### src/rtl/uart_mem_bridge.sv
// uart_mem_bridge: framed UART command decoder driving a single memory port (writes, burst reads, status)
module uart_mem_bridge #(
  parameter int ADDR_WIDTH     = 16,
  parameter int DATA_WIDTH     = 32,
  parameter int LEN_BYTES      = 2,
  parameter int MEM_LATENCY    = 1,
  parameter int TIMEOUT_CYCLES = 5_000_000
) (
  input  logic                  clk,
  input  logic                  reset,
  input  logic [7:0]            rx_data,
  input  logic                  rx_stb,
  output logic [7:0]            tx_data,
  output logic                  tx_stb,
  input  logic                  tx_ack,
  output logic                  mem_en,
  output logic                  mem_we,
  output logic [ADDR_WIDTH-1:0] mem_addr,
  output logic [DATA_WIDTH-1:0] mem_dw,
  input  logic [DATA_WIDTH-1:0] mem_dr,
  output logic                  busy,
  output logic                  err
);
  localparam int AB = ADDR_WIDTH / 8;
  localparam int DB = DATA_WIDTH / 8;
  localparam int LW = 8 * LEN_BYTES;
  localparam int TW = $clog2(TIMEOUT_CYCLES + 1);
  typedef enum logic [3:0] {IDLE, ADDR, LEN, WDATA, WRITE, RREQ, RWAIT, RSEND, RESP} state_t;
  state_t state;
  logic is_w;
  logic [LW-1:0] cnt;
  logic [DATA_WIDTH-1:0] rd;
  logic [7:0] bcnt;
  logic [1:0] lat;
  logic [TW-1:0] tmo;
  logic in_frame, blast;
  always_comb begin
    in_frame = state inside {ADDR, LEN, WDATA};
    blast = bcnt == 8'((state == ADDR ? AB : state == LEN ? LEN_BYTES : DB) - 1);
  end
  assign busy = state != IDLE;
  // mem_addr and mem_dw double as the address and write-word shift registers
  always_ff @(posedge clk) begin
    if (reset) begin
      state    <= IDLE;
      is_w     <= 1'b0;
      cnt      <= '0;
      rd       <= '0;
      bcnt     <= '0;
      lat      <= '0;
      tmo      <= '0;
      tx_data  <= '0;
      tx_stb   <= 1'b0;
      mem_en   <= 1'b0;
      mem_we   <= 1'b0;
      mem_addr <= '0;
      mem_dw   <= '0;
      err      <= 1'b0;
    end else begin
      mem_en <= 1'b0;
      mem_we <= 1'b0;
      tmo    <= (rx_stb || !in_frame) ? '0 : tmo + 1'b1;
      if (in_frame && !rx_stb && tmo == TW'(TIMEOUT_CYCLES - 1)) begin
        err   <= 1'b1;
        state <= IDLE;
      end else begin
        case (state)
          IDLE: if (rx_stb) begin
            bcnt <= '0;
            if (rx_data == 8'h57 || rx_data == 8'h52) begin
              is_w  <= rx_data == 8'h57;
              state <= ADDR;
            end else if (rx_data == 8'h53) begin
              tx_data <= {6'b0, err, 1'b0};
              tx_stb  <= 1'b1;
              err     <= 1'b0;
              state   <= RESP;
            end else err <= 1'b1;
          end
          ADDR: if (rx_stb) begin
            mem_addr <= (mem_addr << 8) | ADDR_WIDTH'(rx_data);
            bcnt     <= blast ? 8'd0 : bcnt + 8'd1;
            state    <= blast ? LEN : ADDR;
          end
          LEN: if (rx_stb) begin
            cnt  <= (cnt << 8) | LW'(rx_data);
            bcnt <= blast ? 8'd0 : bcnt + 8'd1;
            if (blast) begin
              state  <= is_w ? WDATA : RREQ;
              mem_en <= !is_w;
            end
          end
          WDATA: if (rx_stb) begin
            mem_dw <= (mem_dw << 8) | DATA_WIDTH'(rx_data);
            bcnt   <= blast ? 8'd0 : bcnt + 8'd1;
            if (blast) begin
              mem_en <= 1'b1;
              mem_we <= 1'b1;
              state  <= WRITE;
            end
          end
          WRITE: begin
            mem_addr <= mem_addr + 1'b1;
            if (cnt == '0) begin
              tx_data <= 8'h4B;
              tx_stb  <= 1'b1;
              state   <= RESP;
            end else begin
              cnt   <= cnt - 1'b1;
              state <= WDATA;
            end
          end
          RREQ: begin
            lat   <= 2'd1;
            state <= RWAIT;
          end
          RWAIT: if (lat == 2'(MEM_LATENCY)) begin
            tx_data <= mem_dr[DATA_WIDTH-1 -: 8];
            rd      <= mem_dr << 8;
            tx_stb  <= 1'b1;
            bcnt    <= '0;
            state   <= RSEND;
          end else lat <= lat + 2'd1;
          RSEND: if (tx_ack && tx_stb) begin
            if (blast) begin
              bcnt   <= '0;
              tx_stb <= 1'b0;
              if (cnt != '0) begin
                cnt      <= cnt - 1'b1;
                mem_addr <= mem_addr + 1'b1;
                mem_en   <= 1'b1;
                state    <= RREQ;
              end else state <= IDLE;
            end else begin
              bcnt    <= bcnt + 8'd1;
              tx_data <= rd[DATA_WIDTH-1 -: 8];
              rd      <= rd << 8;
            end
          end
          RESP: if (tx_ack && tx_stb) begin
            tx_stb <= 1'b0;
            state  <= IDLE;
          end
          default: state <= IDLE;
        endcase
      end
    end
  end
endmodule

### config.mk
export PLATFORM = sky130hd
export DESIGN_NAME = uart_mem_bridge
export DESIGN_NICKNAME = d
export VERILOG_FILES = /design/src/rtl/uart_mem_bridge.sv
export SDC_FILE = /design/constraint.sdc
export NUM_CORES = 1
export LEC_CHECK = 0
export ABC_AREA = 1
export CAP_MARGIN = 20
export CORE_AREA = 3 3 149 151
export CTS_CLUSTER_DIAMETER = 120
export CTS_CLUSTER_SIZE = 14
export DETAILED_ROUTE_END_ITERATION = 7
export DIE_AREA = 0 0 152 154
export GPL_TIMING_DRIVEN = 1
export PLACE_DENSITY = 0.66
export SETUP_SLACK_MARGIN = 0.15
export SLEW_MARGIN = 20
export SYNTH_ARGS = -nofsm -noshare
export SYNTH_HDL_FRONTEND = slang
export SYNTH_SLANG_ARGS = --single-unit
### constraint.sdc
create_clock -name clk -period 2 [get_ports clk]
set_input_delay 0.4 -clock clk [delete_from_list [all_inputs] [get_ports clk]]
set_output_delay 0.4 -clock clk [all_outputs]
set_load 0.01 [all_outputs]
==> results.toml, run 1 <==
[status]
outcome = "finished, final reports clean"

[global_routing]
grt_pass1_wl_um = 35200
antenna_found_initial = 0
track_usage_pct = 17.8
grt_pass1_vias = 7264
grt-ovfl-total = 0
grt_max_degree = 57

[die]
rows = 53
core-area_um2 = 21000
io_pins = 105
die_h_um = 154
dieWidth_um = 152
dieArea_um2 = 23400
start_util_pct = 35.1

[synthesis]
synthSimpleGateAreaFrac_pct = 38.2
yosysTopAreaCell = "dfxtp_1"
synth_mux_area_share_pct = 0.136
synth-xor-area-share_pct = 1.91
synth_area_um2 = 7350
synthTopCellsByArea = "dfxtp_1 (38%), nand2_1 (18%), nor2_1 (9.4%)"
synth-seq-cells = 138
synth_cell_types = 39
synth_top_cell_area_share_pct = 37.6
syn_inst = 1171
synth_top_family_by_area = "simple AND/OR/NAND/NOR gates"
yosysWarnings = 0
syn_avg_cell_area_um2 = 6.28
synth_compound_area_share_pct = 12.9
syn_nets = 1221
ys_seq_area_share_pct = 37.6
synthAdderAreaFrac_pct = 1.02

[route]
drtIter0Drc = 503
ant_nets = 0
vias_per_cell = 4.86
wl_met3_um = 1560
m1WireLength_um = 9960
routed_wl_um = 21900
wire_per_inst_um = 13.5
post-route-drc-count = 0
via_count = 7917
met2_length_um = 10100
top_layer_used = "met4"
dr.pass1.iters = 8

[timing]
rsz0062_at_grt = "true"
slew_headroom_pct = 73.5
hold_viol = 0
finalCriticalPeriod_ps = 1880
fmax_mhz = 531
clock_skew_ps = 12.8
post-route-period-util_pct = 94.1
finalSetupViolations = 0
fin_tns_setup_ps = 0
slew_violations = 0
max_slew.worst_pin.slew_ps = 393

[clocking]
cts.sinks = 138
path_clk_slew_ps = 60
cts_root_buf = "clkbuf_16"
htree_num_levels = 4
cts_made_buffers = 17
hold_buffers = 0
cts_buffer_depth = 2
cts_tree = "built"
insertion_delay_ps = 430

[layout]
diodes = 0
finalNetCount = 1391
mostFrequentLayoutCells = "nand2_1 (324), nor2_1 (167), dfxtp_1 (121), inv_1 (107), clkdlybuf4s50_1 (101)"
drive_gt1_share_pct = 16.2
final_cells = 1629
final_common_cell = "nand2_1"
area_delta_synth_final_pct = 39.7
fill_cells = 2128

[min_path]
hold_class = "reg -> reg"

[placed_design]
gp_congestion = 0.887
port_buffers = 104
dp.cells = 1573
dpl.hpwl_um = 15000

[critical_path]
crit_required_ps = 2320
cp_data_arrival_time_ps = 2200
crit_fanout = 7
startpoint_type = "flip-flop"
crit_type = "reg -> reg"
critPathCaptureType = "flip-flop"

[pwr]
vdd_drop_max_uv = 521
power_density_nw_per_um2 = 602
p_leak_nw = 4.28

[job]
cap_violations = 0
[area by class of cell]
| type | count | area (µm²) | share of cell area (%) |
|---|---|---|---|
| inverter | 117 | 447 | 4.35 |
| clock buffer | 17 | 425 | 4.14 |
| multi-input combinational | 879 | 4280 | 41.6 |
| tap | 275 | 344 | 3.35 |
| sequential | 138 | 2790 | 27.2 |
| timing repair buffer | 188 | 1840 | 17.9 |
| clock inverter | 15 | 153 | 1.49 |
[routing by layer]
| metal | GRT usage [%] | vias up |
|---|---|---|
| li1 | - | 4096 |
| met1 | 23.5 | 3566 |
| met2 | 28.7 | 224 |
| met3 | 4.84 | 31 |
| met4 | 5.39 | 0 |
| met5 | 0 | - |
[worst paths after layout]
kind	from	end	slack, ps	depth (start not counted)
worst max-delay path	state[2]	cnt[0]	120	11
worst min-delay path	tmo[0]	tmo[0]	420	1
worst max register to register	state[2]	cnt[0]	120	11
worst min register to register	tmo[0]	tmo[0]	420	1
[registers in the layout, summed over array words and instances, names as in the netlist, 2 cells and up]
name,flops
mem_dw,32
rd,24
tmo,23
cnt,16
mem_addr,16
bcnt,8
tx_data,8
state,4
lat,2
[per-stage QoR]
stage / area, µm² / total power, mW / hold WS (ps) / setup slack [ps] / util [%]
after CTS: 9810 / 6.25 / 424 / 150 / 46.8
after detailed placement: 9110 / 3.11 / 441 / -175 / 43.5
after global routing: 10300 / 6.40 / 432 / 27.0 / 49.0
after floorplan: 7350 / 2.94 / 418 / 200 / -
after global placement: 9110 / 3.11 / 432 / -142 / 43.5
final: 10300 / 6.19 / 420 / 117 / 49.0
[Yosys cell counts]
cell and n:
nand2_1 347, nor2_1 185, dfxtp_1 138, inv_1 114, a21oi_1 86, nand3_1 79
o21ai_0 75, clkbuf_1 29, nor3_1 18, nand4_1 16, xor2_1 14, buf_2 8
nand3b_1 7, ha_1 6, nor2_2 5, or2_2 5, a221oi_1 3, a22o_1 3
nand2_2 3, o31ai_1 3, a31oi_1 2, and3_1 2, buf_1 2, inv_2 2
nor2_4 2, nor4_1 2, o22ai_1 2, xnor2_1 2, a21boi_0 1, a21oi_2 1
a21oi_4 1, buf_6 1, clkinv_1 1, mux2i_1 1, nand2_4 1, nand3_2 1
nand3_4 1, nor3b_1 1, o221ai_1 1
[logic make-up after synthesis]
| family | after synthesis |
|---|---|
| compound gates | 178 |
| simple gates | 675 |
| fa+ha+maj | 6 |
| flops | 138 |
| mux | 1 |
| xor+xnor | 16 |
| buf+inv | 157 |
[where the power goes]
| group | leakage, nW | switching [mW] | internal (mW) |
|---|---|---|---|
| combinational | 2.88 | 0.147 | 0.146 |
| clock | 0.277 | 1.39 | 1.76 |
| sequential | 1.12 | 0.00666 | 2.75 |
[worst max-delay path, cell delays in order, from the launching register on]
cell and delay (ps):
dfxtp_4 370, nor2_4 240, nand2_4 110, nand3_4 110
nand3_4 130, buf_12 160, a21oi_4 190, buf_6 120
buf_6 120, nand3b_1 90, nand2_1 70, nor2_1 40
[repair_timing]
| item | 4_1_cts | 5_1_grt |
|---|---|---|
| resized for setup | 22 | 98 |
| setup endpoints to repair | 19 | 88 |
| buffers inserted | 3 | 16 |
| pin swaps | 3 | 31 |
| cloned | 1 | 4 |
No activity file was read; power rests on OpenSTA's default activity.
==> run 2: changes to the inputs <==
- DONT_BUFFER_PORTS: default -> 1
- PLACE_DENSITY: 0.66 -> 0.6
==> run 2 against run 1 <==
Count of clock-buffer cells in the layout grew 3. Sequential share of layout area grew 3.7 points. Critical path depth shrank 1. Fmax grew 4.4%. First-iteration DRC count grew 5.0%. Worst hold slack lost 370 ps. Largest power group unchanged. Largest cell class unchanged. Register-to-register slack gained 80 ps.
==> results.toml, run 2 (same netlist as run 1, synthesis figures left out) <==
[status]
outcome = "finished, final reports clean"

[timing]
post-route-period-util_pct = 90.2
rsz0062_at_grt = "true"
finalCriticalPeriod_ps = 1800
max_slew.worst_pin.slew_ps = 689
hold_viol = 0
clock_skew_ps = 14.1
fmax_mhz = 555
finalSetupViolations = 0
finalWorstSetupSlack_ps = 197
whs_ps = 45.8
slew_headroom_pct = 54.0
slew_violations = 0

[critical_path]
crit_required_ps = 2320
critPathCaptureType = "flip-flop"
r2r-start = "state[2]"
crit_fanout = 9
r2r_slack_ps = 200
startpoint_type = "flip-flop"
cp_data_arrival_time_ps = 2130
reg2reg_depth = 10
crit_type = "reg -> reg"
timing.rr.end = "cnt[15]"

[die]
die_h_um = 154
dieArea_um2 = 23400
io_pins = 105
dieWidth_um = 152
core-area_um2 = 21000
rows = 53
start_util_pct = 35.1

[pwr]
power_density_nw_per_um2 = 685
vdd_drop_max_uv = 557
p_leak_nw = 3.80
total_power_mw = 6.19

[layout]
largest_reg_flops = 32
finalNetCount = 1268
largest-register = "mem_dw"
area_delta_synth_final_pct = 23.0
mostFrequentLayoutCells = "nand2_1 (327), nor2_1 (162), dfxtp_1 (123), inv_1 (106), a21oi_1 (83)"
drive_gt1_share_pct = 16.2
top_regs = "mem_dw x32, rd x24, tmo x23"
final_common_cell = "nand2_1"
fill_cells = 2130
fin_util_pct = 43.2
diodes = 0

[route]
drtIter0Drc = 528
wire_per_inst_um = 14.0
m1WireLength_um = 9630
dr.pass1.iters = 5
top_layer_used = "met4"
post-route-drc-count = 0
routed_wl_um = 21000
met2_length_um = 9560
via_count = 7439
ant_nets = 0
wl_met3_um = 1570
vias_per_cell = 4.94

[min_path]
min_delay_path_depth = 1
min_from = "reset"
hold_class = "in -> reg"
min_to = "mem_dw[20]"

[global_routing]
antenna_found_initial = 0
grt_pass1_vias = 6896
grt_pass1_wl_um = 34100
grt-ovfl-total = 0
track_usage_pct = 17.3
grt_max_degree = 56

[clocking]
cts.sinks = 138
insertion_delay_ps = 420
cts_buffer_depth = 2
htree_num_levels = 4
cts_root_buf = "clkbuf_16"
cts_tree = "built"
cts_made_buffers = 17
hold_buffers = 0
path_clk_slew_ps = 70

[placed_design]
dp_slack_ps = -28.0
port_buffers = 0
gp_congestion = 0.944
dpl.hpwl_um = 14500

[job]
cap_violations = 0
run 2: cell types whose count changed in the layout (fill, tap and decap cells not counted), sizes merged, moves of 2 or more:
cell,previous run,this run
bufinv,1,3
inv,124,120
clkdlybuf4s50,101,0
buf,84,65
run 2: metal layers:
layer / track usage, % / vias to the layer above
li1: - / 3839
met1: 22.5 / 3369
met2: 27.9 / 205
met3: 5.57 / 26
met4: 4.37 / 0
met5: 0 / -
run 2: critical path: stages, from the launching register on:
cell     delay, ps
dfxtp_4        360
nor2_4         250
nand2_4        110
nand3_4        100
nand3_4        110
buf_6          150
a21oi_4        180
buf_12         150
nand2_4        110
nor2_1         130
nor2_1          50
run 2: layout make-up:
cell class                      count  area [µm²]  area share (%)
Inverter                          117         447            4.94
Clock inverter                     12         161            1.78
Clock buffer                       20         447            4.94
Sequential cell                   138        2790            30.8
Tap cell                          275         344            3.80
Timing Repair Buffer               65         552            6.10
Multi-Input combinational cell    879        4310            47.6
run 2: repair_timing:
| item | 4_1_cts | 5_1_grt |
|---|---|---|
| endpoints found under the setup margin | 48 | 81 |
| buffers inserted | 2 | 17 |
| pin swaps | 4 | 26 |
| cloned | 1 | 2 |
| resized for setup | 16 | 99 |
run 2: stage by stage:
stage	std cells	instance area (µm²)	TNS (ps)
after floorplan	1171	7350	0
after detailed placement	1452	7900	-146
after global routing	1506	9050	0
final	1506	9050	0
after CTS	1487	8580	0
after global placement	1452	7900	-14.4
run 2: worst max-delay path by stage:
| stage | startpoint | to | slack (ps) | depth (start not counted) |
|---|---|---|---|---|
| global placement | cnt[1] | tx_data[7] | -7 | 10 |
| finish | state[2] | cnt[15] | 200 | 10 |
| detailed placement | cnt[1] | tx_data[1] | -30 | 11 |
| CTS | tmo[0] | bcnt[0] | 30 | 11 |
| floorplan | rx_stb | cnt[10] | 200 | 11 |
| global route | state[2] | cnt[2] | 60 | 11 |
run 2: report_power, final:
| part | internal [mW] | total (mW) | switching, mW | leakage, nW |
|---|---|---|---|---|
| clock | 2.01 | 3.30 | 1.29 | 0.288 |
| sequential | 2.75 | 2.76 | 0.00680 | 1.12 |
| combinational | 0.0485 | 0.136 | 0.0880 | 2.39 |
| total | 4.81 | 6.19 | 1.39 | 3.80 |
==> run 3: changes to the inputs <==
- MAX_ROUTING_LAYER: default -> met4
==> run 3 against run 2 <==
Global-route usage increased by 0.53 points. Count of clock-buffer cells in the layout stayed put. Combinational power hardly changed. Fmax rose by 0.80%. Cell count fell by 0.13%. Non-clock buffer count decreased by 1. Setup slack better by 14 ps. First-iteration DRC count increased by 12%. Worst hold slack better by 3.0 ps. Register-to-register slack about the same. Clock power about the same. Design area down 0.53%. Largest cell class unchanged.
==> results.toml, run 3 (same netlist as run 1, synthesis figures left out) <==
[status]
outcome = "finished, final reports clean"

[global_routing]
grt_max_degree = 56
antenna_found_initial = 0
grt_pass1_wl_um = 34000
track_usage_pct = 17.8
grt_pass1_vias = 6899
grt-ovfl-total = 0

[critical_path]
startpoint_type = "flip-flop"
r2r_slack_ps = 210
slowest_delay_ps = 360
crit_path_cell_trace = "nor2_2, nand2_2, nor2_4, nand2_1, nand2_2, nand4_1, nor2_4, nand2_1, nand2_1, nor2_1"
crit_required_ps = 2310
cp-startpoint = "cnt[6]"
setup.worst_path.end = "tx_data[1]"
cp_data_arrival_time_ps = 2100
crit_type = "reg -> reg"
crit_top_cell = "nand2_1"
r2r-start = "cnt[6]"
crit_fanout = 5
reg2reg_depth = 10
critPathCaptureType = "flip-flop"
crit_slowest_cell = "dfxtp_2"
timing.rr.end = "tx_data[1]"

[timing]
rsz0062_at_grt = "true"
clock_skew_ps = 14.3
finalCriticalPeriod_ps = 1790
hold_viol = 0
slew_violations = 0
slew_headroom_pct = 56.1
fmax_mhz = 559
fin_tns_setup_ps = 0
whs_ps = 48.8
post-route-period-util_pct = 89.4
max_slew.worst_pin.slew_ps = 657
finalSetupViolations = 0

[route]
vias_per_cell = 4.91
wire_per_inst_um = 14.0
routed_wl_um = 21000
drtIter0Drc = 592
dr.pass1.iters = 6
post-route-drc-count = 0
via_count = 7385
ant_nets = 0

[layout]
diodes = 0
largest-register = "mem_dw"
drive_gt1_share_pct = 15.0
fin_util_pct = 42.9
area_delta_synth_final_pct = 22.4
final_common_cell = "nand2_1"
top_regs = "mem_dw x32, rd x24, tmo x23"
largest_reg_flops = 32
finalNetCount = 1266
mostFrequentLayoutCells = "nand2_1 (332), nor2_1 (166), dfxtp_1 (124), inv_1 (108), a21oi_1 (85)"

[placed_design]
port_buffers = 0
dpl.hpwl_um = 14500
gp_congestion = 0.961

[pwr]
p_leak_nw = 3.80
vdd_drop_max_uv = 557
power_density_nw_per_um2 = 687

[min_path]
hold_class = "in -> reg"

[die]
dieArea_um2 = 23400
dieWidth_um = 152
die_h_um = 154
start_util_pct = 35.1
io_pins = 105
rows = 53
core-area_um2 = 21000

[clocking]
cts_made_buffers = 17
insertion_delay_ps = 420
cts_tree = "built"
cts_buffer_depth = 2
cts_root_buf = "clkbuf_16"
htree_num_levels = 4
path_clk_slew_ps = 70
cts.sinks = 138

[job]
cap_violations = 0
[run 3: cell count changes in the layout (fill, tap and decap cells not counted), sizes merged]
cell	change
buf	-1
nand2	-1
[run 3: cell type report]
| type | count | area, µm² |
|---|---|---|
| Inverter | 117 | 447 |
| Timing Repair Buffer | 64 | 542 |
| Clock buffer | 20 | 447 |
| Multi-Input combinational cell | 878 | 4270 |
| Sequential cell | 138 | 2790 |
| Clock inverter | 12 | 161 |
| Fill cell | 2152 | 12000 |
| Tap cell | 275 | 344 |
[run 3: routing by layer]
| metal | routed length [µm] | track usage [%] | vias up |
|---|---|---|---|
| met3 | 1400 | 5.24 | 21 |
| met2 | 9650 | 27.9 | 193 |
| li1 | - | - | 3834 |
| met4 | 235 | 4.37 | 0 |
| met5 | 0 | - | - |
| met1 | 9750 | 22.8 | 3337 |
[run 3: power breakdown]
group | leakage, nW | internal, mW | switching (mW)
registers | 1.12 | 2.75 | 0.00709
logic | 2.39 | 0.0485 | 0.0880
clock network | 0.288 | 2.01 | 1.28
total | 3.80 | 4.81 | 1.38
[run 3: worst min-delay path by stage]
stage                     cells after the start    endpoint    from
after floorplan                               1      tmo[0]  tmo[0]
after global routing                          1  mem_dw[29]   reset
after CTS                                     1  mem_dw[26]   reset
after detailed placement                      2      rd[31]  rd[31]
after global placement                        1      tmo[0]  tmo[0]
final                                         1  mem_dw[20]   reset
[run 3: per-stage QoR]
step                instance area, µm²  std cells  worst slack (ps)  total power [mW]
finish                            9000       1504               211              6.19
global route                      9000       1504              89.9              6.38
CTS                               8580       1487              31.0              6.26
detailed placement                7900       1452             -28.0              2.95
global placement                  7900       1452             -7.37              2.95
floorplan                         7350       1171               200              2.94
[run 3: timing repair]
item | in CTS | in global routing
hold buffers | 0 | 0
gates resized for setup | 16 | 86
pin swaps | 4 | 21
setup endpoints to repair | 48 | 81
setup buffers | 2 | 15
cloned | 1 | 2
[run 3: critical path: cells and delay by family (launching register included)]
kind             cells  cell delay (ps)
flip-flops           1              360
AND/OR/NAND/NOR     10             1320
